===== src/rtl/uart_tx_fifo.sv =====
// UART transmitter with a small input FIFO, runtime baud divisor, parity mode
// and stop-bit count; frame configuration is captured when each word is popped.
module uart_tx_fifo #(
  parameter int DATA_BITS  = 8,
  parameter int DIV_WIDTH  = 12,
  parameter int FIFO_DEPTH = 4
) (
  input  logic                          clk,
  input  logic                          rst,
  input  logic                          tx_valid,
  input  logic [DATA_BITS-1:0]          tx_data,
  output logic                          tx_ready,
  input  logic [DIV_WIDTH-1:0]          baud_div,
  input  logic [1:0]                    parity_mode,
  input  logic                          two_stop,
  output logic                          tx_serial,
  output logic                          busy,
  output logic [$clog2(FIFO_DEPTH):0]   fifo_level,
  output logic                          frame_done,
  output logic [2:0]                    state_dbg
);

  localparam int PW = $clog2(FIFO_DEPTH);
  localparam int LW = PW + 1;
  localparam int BW = $clog2(DATA_BITS);

  localparam logic [2:0] IDLE   = 3'd0;
  localparam logic [2:0] START  = 3'd1;
  localparam logic [2:0] DATA   = 3'd2;
  localparam logic [2:0] PARITY = 3'd3;
  localparam logic [2:0] STOP   = 3'd4;

  logic [DATA_BITS-1:0] mem [FIFO_DEPTH];
  logic [PW-1:0]        wr_ptr;
  logic [PW-1:0]        rd_ptr;
  logic [LW-1:0]        count;

  logic [2:0]           state;
  logic [DIV_WIDTH-1:0] baud_cnt;
  logic [DIV_WIDTH-1:0] div_q;
  logic [1:0]           mode_q;
  logic                 two_q;
  logic [DATA_BITS-1:0] shreg;
  logic                 par_q;
  logic [BW-1:0]        bit_idx;
  logic                 stop_idx;

  logic                 push;
  logic                 pop;
  logic                 tick;
  logic                 last_stop;
  logic [DATA_BITS-1:0] head;
  logic                 head_par;

  // Handshake: a word transfers on any rising edge where tx_valid && tx_ready;
  // tx_ready reflects fullness only, so a same-cycle pop never raises it.
  assign tx_ready   = (count != LW'(FIFO_DEPTH));
  assign push       = tx_valid && tx_ready;
  assign head       = mem[rd_ptr];
  assign tick       = (baud_cnt == div_q);
  assign last_stop  = (state == STOP) && tick && (stop_idx || !two_q);
  assign pop        = (count != '0) && ((state == IDLE) || last_stop);

  assign busy       = (state != IDLE);
  assign frame_done = last_stop;
  assign fifo_level = count;
  assign state_dbg  = state;

  always_comb begin
    head_par = 1'b1;
    case (parity_mode)
      2'b01:   head_par = ^head;
      2'b10:   head_par = ~^head;
      default: head_par = 1'b1;
    endcase
  end

  always_ff @(posedge clk) begin
    if (push) mem[wr_ptr] <= tx_data;
  end

  always_ff @(posedge clk) begin
    if (rst) begin
      wr_ptr <= '0;
      rd_ptr <= '0;
      count  <= '0;
    end else begin
      if (push) wr_ptr <= wr_ptr + PW'(1);
      if (pop)  rd_ptr <= rd_ptr + PW'(1);
      case ({push, pop})
        2'b10:   count <= count + LW'(1);
        2'b01:   count <= count - LW'(1);
        default: count <= count;
      endcase
    end
  end

  always_ff @(posedge clk) begin
    if (rst) begin
      state     <= IDLE;
      tx_serial <= 1'b1;
      baud_cnt  <= '0;
      div_q     <= '0;
      mode_q    <= 2'b00;
      two_q     <= 1'b0;
      shreg     <= '0;
      par_q     <= 1'b0;
      bit_idx   <= '0;
      stop_idx  <= 1'b0;
    end else begin
      if (state != IDLE) baud_cnt <= tick ? '0 : baud_cnt + DIV_WIDTH'(1);

      case (state)
        IDLE: tx_serial <= 1'b1;
        START: if (tick) begin
          state     <= DATA;
          tx_serial <= shreg[0];
          shreg     <= shreg >> 1;
          bit_idx   <= '0;
        end
        DATA: if (tick) begin
          if (bit_idx == BW'(DATA_BITS - 1)) begin
            if (mode_q != 2'b00) begin
              state     <= PARITY;
              tx_serial <= par_q;
            end else begin
              state     <= STOP;
              tx_serial <= 1'b1;
              stop_idx  <= 1'b0;
            end
          end else begin
            bit_idx   <= bit_idx + BW'(1);
            tx_serial <= shreg[0];
            shreg     <= shreg >> 1;
          end
        end
        PARITY: if (tick) begin
          state     <= STOP;
          tx_serial <= 1'b1;
          stop_idx  <= 1'b0;
        end
        STOP: if (tick) begin
          if (last_stop) state <= IDLE;
          else           stop_idx <= 1'b1;
        end
        default: begin
          state     <= IDLE;
          tx_serial <= 1'b1;
        end
      endcase

      // A pop (from IDLE or the final stop tick) overrides the transitions
      // above and starts the next frame with freshly captured configuration.
      if (pop) begin
        state     <= START;
        tx_serial <= 1'b0;
        baud_cnt  <= '0;
        div_q     <= baud_div;
        mode_q    <= parity_mode;
        two_q     <= two_stop;
        shreg     <= head;
        par_q     <= head_par;
      end
    end
  end

endmodule

===== config.mk =====
export PLATFORM = sky130hd
export DESIGN_NAME = uart_tx_fifo
export DESIGN_NICKNAME = d
export VERILOG_FILES = /design/src/rtl/uart_tx_fifo.sv
export SDC_FILE = /design/constraint.sdc
export NUM_CORES = 1
export LEC_CHECK = 0
export CAP_MARGIN = 10
export CELL_PAD_IN_SITES_DETAIL_PLACEMENT = 1
export CELL_PAD_IN_SITES_GLOBAL_PLACEMENT = 1
export CORE_MARGIN = 5
export CORE_UTILIZATION = 47
export CTS_BUF_LIST = sky130_fd_sc_hd__clkbuf_4
export DETAILED_ROUTE_END_ITERATION = 8
export DONT_BUFFER_PORTS = 1
export PLACE_DENSITY = 0.82
export SLEW_MARGIN = 20
export SYNTH_ARGS = -nofsm -noshare
export SYNTH_HDL_FRONTEND = slang
export SYNTH_SLANG_ARGS = --single-unit

===== constraint.sdc =====
create_clock -name clk -period 2.65 [get_ports clk]
set_input_delay 0.1325 -clock clk [delete_from_list [all_inputs] [get_ports clk]]
set_output_delay 0.1325 -clock clk [all_outputs]
set_load 0.01 [all_outputs]

Yosys cells after proc, flatten, opt, wreduce, memory -nomap -nowiden
Memories as Yosys holds them, arrays and structs flattened. A register that Yosys moved wholly into a read port is not among the register bits.
Index checks and enable logic that the tools add are counted.
{"block": "op_classes", "add_sub_neg": 6, "n_eq_ne": 29, "bitwise_logic": 1, "reduce_logical": 24, "mux": 39}
{"cell": "8-bit two-way mux", "count": 4}
{"cell": "3-bit two-way mux", "count": 10}
{"cell": "3-bit != test, second input constant", "count": 8}
{"cell": "2-bit != test, second input constant", "count": 11}
{"cell": "7-bit AND reduction", "count": 3}
{"cell": "8-bit case mux with 2 select lines", "count": 1}
{"cell": "1-bit two-way mux", "count": 15}
{"cell": "3-bit case mux with 5 select lines", "count": 1}
{"cell": "12-bit by 1-bit adder with 12-bit output, second input constant", "count": 1}
{"cell": "12-bit == test", "count": 1}
{"cell": "12-bit two-way mux", "count": 1}
{"cell": "3-bit case mux with 2 select lines", "count": 2}
{"cell": "4-bit AND reduction", "count": 3}
{"cell": "3-bit nonzero test", "count": 4}
{"cell": "8-bit XNOR reduction", "count": 1}
{"cell": "8-bit parity", "count": 1}
{"cell": "3-bit by 1-bit adder with 3-bit output, second input constant", "count": 2}
{"cell": "3-bit by 2-bit == test with 1-bit output, second input constant", "count": 2}
{"cell": "3-bit == test, second input constant", "count": 2}
{"cell": "2-bit nonzero test", "count": 3}
{"cell": "2-bit by 1-bit adder with 2-bit output, second input constant", "count": 2}
{"cell": "2-bit by 1-bit == test with 1-bit output, second input constant", "count": 2}
{"cell": "2-bit == test, second input constant", "count": 2}
{"cell": "1-bit logical AND", "count": 4}
{"cell": "other kinds (11)", "count": 13}
{"block": "totals", "out_inout_bits": 10, "elab_cells": 114, "mem_count": 1, "ramBits": 32, "reg_bits": 51}
{"memory": "mem", "words": 4, "width": 8, "read_ports": 1, "rd_clocked_by_memory_dff": 1, "wr": 1, "line": "33", "rtl": "logic [DATA_BITS-1:0] mem [FIFO_DEPTH];"}

Depth between registers and ports, before layout
{"block": "depth", "depth_word": 7, "mapped_depth": 12}

Worst setup path before layout
No wires, ideal clock.
{"block": "synth_timing", "kind": "register -> register", "start": "reg baud_cnt[0]", "end": "reg count[2] (netlist: fifo_level[2])", "path_slack_ps": -163, "stages_incl_launch_ff": 13, "setup_time_ps": 70, "arrival_time_ps": 2742, "synth_period_minus_slack_ps": 2813, "n_path_buf": 1, "cell_sequence": "dfxtp_1 xor2_1 nor4_2 o2111ai_1 a21o_1 inv_1 buf_2 ha_1 inv_1 fa_1 xor2_1 or3_1 a21oi_1"}
{"block": "synth_via", "elab_chain_cells": 7, "word_cells_on_any_way": 9, "cone_classes": "eq/ne: 3; mux: 1; reduce/logical: 5"}
{"item": "start, declared", "line": "39", "rtl": "logic [DIV_WIDTH-1:0] baud_cnt;"}
{"item": "start signal, assigned", "line": "111", "rtl": "if (state != IDLE) baud_cnt <= tick ? '0 : baud_cnt + DIV_WIDTH'(1);"}
{"item": "12-bit == test *", "line": "60", "rtl": "assign tick = (baud_cnt == div_q);"}
{"item": "1-bit logical AND * (2 in series)", "line": "61", "rtl": "assign last_stop = (state == STOP) && tick && (stop_idx || !two_q);"}
{"item": "1-bit logical OR *", "line": "62", "rtl": "assign pop = (count != '0) && ((state == IDLE) || last_stop);"}
{"item": "1-bit logical AND *", "line": "62"}
{"item": "named net pop", "line": "49", "rtl": "logic pop;"}
{"item": "2-bit by 1-bit == test with 1-bit output or 2-bit == test (tied branches)", "line": "90", "rtl": "case ({push, pop})"}
{"item": "3-bit case mux with 2 select lines or 2-bit nonzero test (tied branches)"}
{"item": "end signal, assigned", "line": "91", "rtl": "2'b10: count <= count + LW'(1);"}
{"item": "end signal, assigned", "line": "92", "rtl": "2'b01: count <= count - LW'(1);"}
{"item": "end signal, assigned", "line": "93", "rtl": "default: count <= count;"}
{"item": "end, declared", "line": "36", "rtl": "logic [LW-1:0] count;"}
The timed path passes the listed nets; every way through them passes the cells marked *.
A chain may end at the register's enable or synchronous reset.

Final worst setup path
{"block": "layout_timing", "start": "reg baud_cnt[2]", "end": "reg count[2] (netlist: fifo_level[2])"}
{"block": "layout_via", "elab_chain_cells": 7, "word_cells_on_any_way": 9, "cone_classes": "eq/ne: 3; mux: 1; reduce/logical: 5"}
{"item": "12-bit == test *", "line": "60"}
{"item": "1-bit logical AND * (2 in series)", "line": "61"}
{"item": "1-bit logical OR *", "line": "62"}
{"item": "1-bit logical AND *", "line": "62"}
{"item": "2-bit by 1-bit == test with 1-bit output or 2-bit == test (tied branches)", "line": "90"}
{"item": "3-bit case mux with 2 select lines or 2-bit nonzero test (tied branches)"}
Mark *: on every way between the ends. The rest lies on a longest branch, timed or not.

==> flow_summary_export.csv <==
group,metric,value,unit
status,status,"complete, but fails checks",
status,violations,"setup timing",
sta,hold_violations,0,
placement,placed_cells,450,
power,vdd_drop_max,497,uV
worst_setup_path,crit_arrival,3.14,ns
yosys,synth_compound_area_share,11.4,%
floorplanning,dieArea,9850,um^2
clocking,numClockSinks,85,
worst_setup_path,timing_worst_setup_path_type,"register to register",
routing,ant_nets,0,
clocking,cts_made_buffers,9,
yosys,synth-edff-count,32,
yosys,muxShareOfSynthArea,5.35,%
sta,rsz0062_at_grt,"yes",
yosys,synth_top_family_by_area,"simple AND/OR/NAND/NOR gates",
final_layout,area_growth_syn_to_layout,22.0,%
worst_hold_path,hold_class,"primary input to register",
placement,hpwl,6.16,mm
sta,relSlewSlack,54.2,%
yosys,async_reset_ff_share,0,%
yosys,seq_area_frac_synth,54.0,%
power,cellLeakagePower,1.73,nW
clocking,path_clk_slew,0.15,ns
clocking,cts_tree,"done",
sta,setup_viol,2,
sta,min_period_over_period,104,%
run,drv_cap,0,
floorplanning,rows,32,
grt,grt_max_degree,42,
final_layout,antenna-diode-count,0,
clocking,cts_root_buffer,"clkbuf_4",
sta,clock.fmax,362,MHz
sta,hold-worst-slack,0.0431,ns
yosys,syn_inst,345,
sta,tns,-0.163,ns
placement,gp_congestion,0.799,
yosys,synthXorXnorAreaFrac,7.72,%
floorplanning,start_util,48.5,%
yosys,synth_area_per_cell,10.9,um^2
worst_setup_path,required,3.03,ns
final_layout,finalNonFillerCells,505,
clocking,clk_latency,0.45,ns
sta,layout_setup_ws,-0.115,ns
grt,grt_pass1_wl,15.7,mm
yosys,yosysWarnings,0,
floorplanning,io_pins,36,
final_layout,layout_commonest_cell,"nand2_1",
final_layout,n_fill_cell,802,
clocking,h-tree-depth,3,
worst_setup_path,worst-path-max-fanout,2,
routing,drt_iter0_markers,126,
worst_setup_path,path_common_cell,"inv_2",
final_layout,final_cell_mix,"nand2_1 (50), dfxtp_1 (48), dlygate4sd3_1 (32), edfxtp_1 (32), a21oi_1 (29)",
yosys,synth_cell_types,44,
floorplanning,placeableCoreArea,7730,um^2
placement,port_buffers,0,
yosys,synth_adder_area_share,3.88,%
grt,grt-ovfl-total,0,
floorplanning,die_height,99.3,um
routing,wl_per_cell,20.8,um
sta,drv_slew,0,
worst_hold_path,min_path_cells,2,
grt,grt_antenna_before_repair,0,
worst_setup_path,critPathBufInv,3,
worst_setup_path,endpoint_kind,"register",
worst_setup_path,path_cells,"xor2_1, nor4_2, buf_4, o2111ai_4, a21o_1, inv_2, ha_4, inv_2, fa_2, xor2_2, or3_4, a21oi_2",
worst_setup_path,critPathSlowestCell,"fa_2",
routing,vias_per_cell,5.62,
worst_setup_path,reg2reg_depth,12,
clocking,clock_path_buffers,2,
power,p_total,4.96,mW
routing,drc_errors,0,
yosys,synth_flop_cell,"dfxtp_1",
yosys,synthSimpleGateAreaFrac,14.7,%
sta,min_period,2.77,ns
sta,worst_slew_pin_slew,0.681,ns
yosys,syn-num-nets,382,
sta,skew,0.0168,ns
power,p_per_area,1090,nW/um^2
grt,grt_usage,20.2,%
grt,first_global_vias,3093,
worst_setup_path,start_kind,"register",
yosys,synth_seq_cells,85,
yosys,synth_area,3740,um^2
routing,via_count,2839,
worst_setup_path,path_depth,12,
worst_setup_path,max_stage_delay,0.39,ns
routing,drt-total-wl,10.5,mm
worst_setup_path,path_delay_family,"simple AND/OR/NAND/NOR gates",
final_layout,drive_above_1_share,20.6,%
final_layout,nets,435,
routing,dr.pass1.iters,4,
floorplanning,die_w,99.3,um
==> cell usage after synthesis, types with 2 or more instances <==
cell       n  share of area, %
buf_2      4              0.53
xor2_1    23               5.4
nor4_2     3               1.0
edfxtp_1  32                26
o22a_1     2              0.47
or3_1      4              0.67
and2_1     2              0.33
nand3_1    7              0.94
o21ba_2    7               1.9
a211oi_1   2              0.40
nor3_1     4              0.53
o21ai_0    6              0.80
mux2i_1    2              0.53
or2_0      2              0.33
nand2_1   50               5.0
ha_1      10               3.3
a21boi_0   2              0.40
clkbuf_1   9              0.90
nor2_1    24               2.4
dfxtp_1   53                28
nand2b_1   5              0.84
and3_1     6               1.0
a21oi_1   30               4.0
o221a_2    7               2.1
nand4_1    2              0.33
inv_1     12               1.2
o31ai_1    2              0.40
mux4_2     8               4.8
xnor2_1   10               2.3
==> flip-flops by register name (all words and copies together), names as in the netlist, named ones only <==
register / cells
rd_ptr: 2
bit_idx: 3
tx_serial: 1
fifo_level: 3
two_q: 1
mode_q: 2
state_dbg: 3
baud_cnt: 12
div_q: 12
par_q: 1
mem: 32
stop_idx: 1
shreg: 8
wr_ptr: 2
==> worst paths after layout <==
path                                               start  slack (ns)                    endpoint
worst min-delay path                                 rst        0.04    baud_cnt[0]$_SDFFE_PP0P_
worst min register to register    mode_q[0]$_SDFFE_PP0P_        0.47      mode_q[0]$_SDFFE_PP0P_
worst max-delay path            baud_cnt[2]$_SDFFE_PP0P_       -0.12  fifo_level[2]$_SDFFE_PP0P_
worst max register to register  baud_cnt[2]$_SDFFE_PP0P_       -0.12  fifo_level[2]$_SDFFE_PP0P_
==> cell type report <==
| type | instances | area, um^2 | share of cell area (%) |
|---|---|---|---|
| Clock buffer | 9 | 67.6 | 1.48 |
| Multi-Input combinational cell | 232 | 1690 | 37.1 |
| Clock inverter | 7 | 80.1 | 1.75 |
| Sequential cell | 85 | 2030 | 44.5 |
| Tap cell | 102 | 128 | 2.79 |
| Timing Repair Buffer | 57 | 520 | 11.4 |
| Inverter | 13 | 48.8 | 1.07 |
==> metrics by stage <==
stage | util, % | setup WS (ns) | instance area, um^2
after floorplan | - | 0.0254 | 3770
after global placement | 51.3 | 0.131 | 3960
after detailed placement | 51.3 | 0.0557 | 3960
after CTS | 57.7 | 0.0309 | 4460
after global routing | 59.1 | -0.195 | 4570
final | 59.1 | -0.115 | 4570
==> per-layer routing <==
| metal | global-route usage [%] | routed length [um] | up-vias |
|---|---|---|---|
| met5 | 0 | 0 | - |
| met3 | 5.68 | 501 | 23 |
| met4 | 6.09 | 221 | 0 |
| li1 | - | - | 1316 |
| met1 | 23.9 | 4250 | 1427 |
| met2 | 35.7 | 5540 | 73 |
==> power breakdown <==
part | total, mW | leakage [nW] | switching [mW] | internal [mW]
clock network | 0.794 | 0.0735 | 0.495 | 0.299
logic | 2.36 | 0.926 | 1.32 | 1.04
registers | 1.81 | 0.729 | 0.197 | 1.61
total | 4.96 | 1.73 | 2.01 | 2.94
==> kinds of logic after synthesis <==
family	after synthesis
and+or+nand+nor	115
DFF	85
AOI/OAI and AO/OA	63
xor gates and xnor gates	33
buffers and inverters	28
adders and majority gates	11
muxes	10
==> timing repair <==
action / in CTS / in global routing
endpoints found under the hold margin: 74 / 0
hold buffers: 33 / 0
gates resized for setup: 0 / 16
cloned: 0 / 0
setup endpoints to repair: 1 / 8
buffers inserted: 1 / 6
pin swaps: 1 / 8
Power figures use the tool's default switching activity.
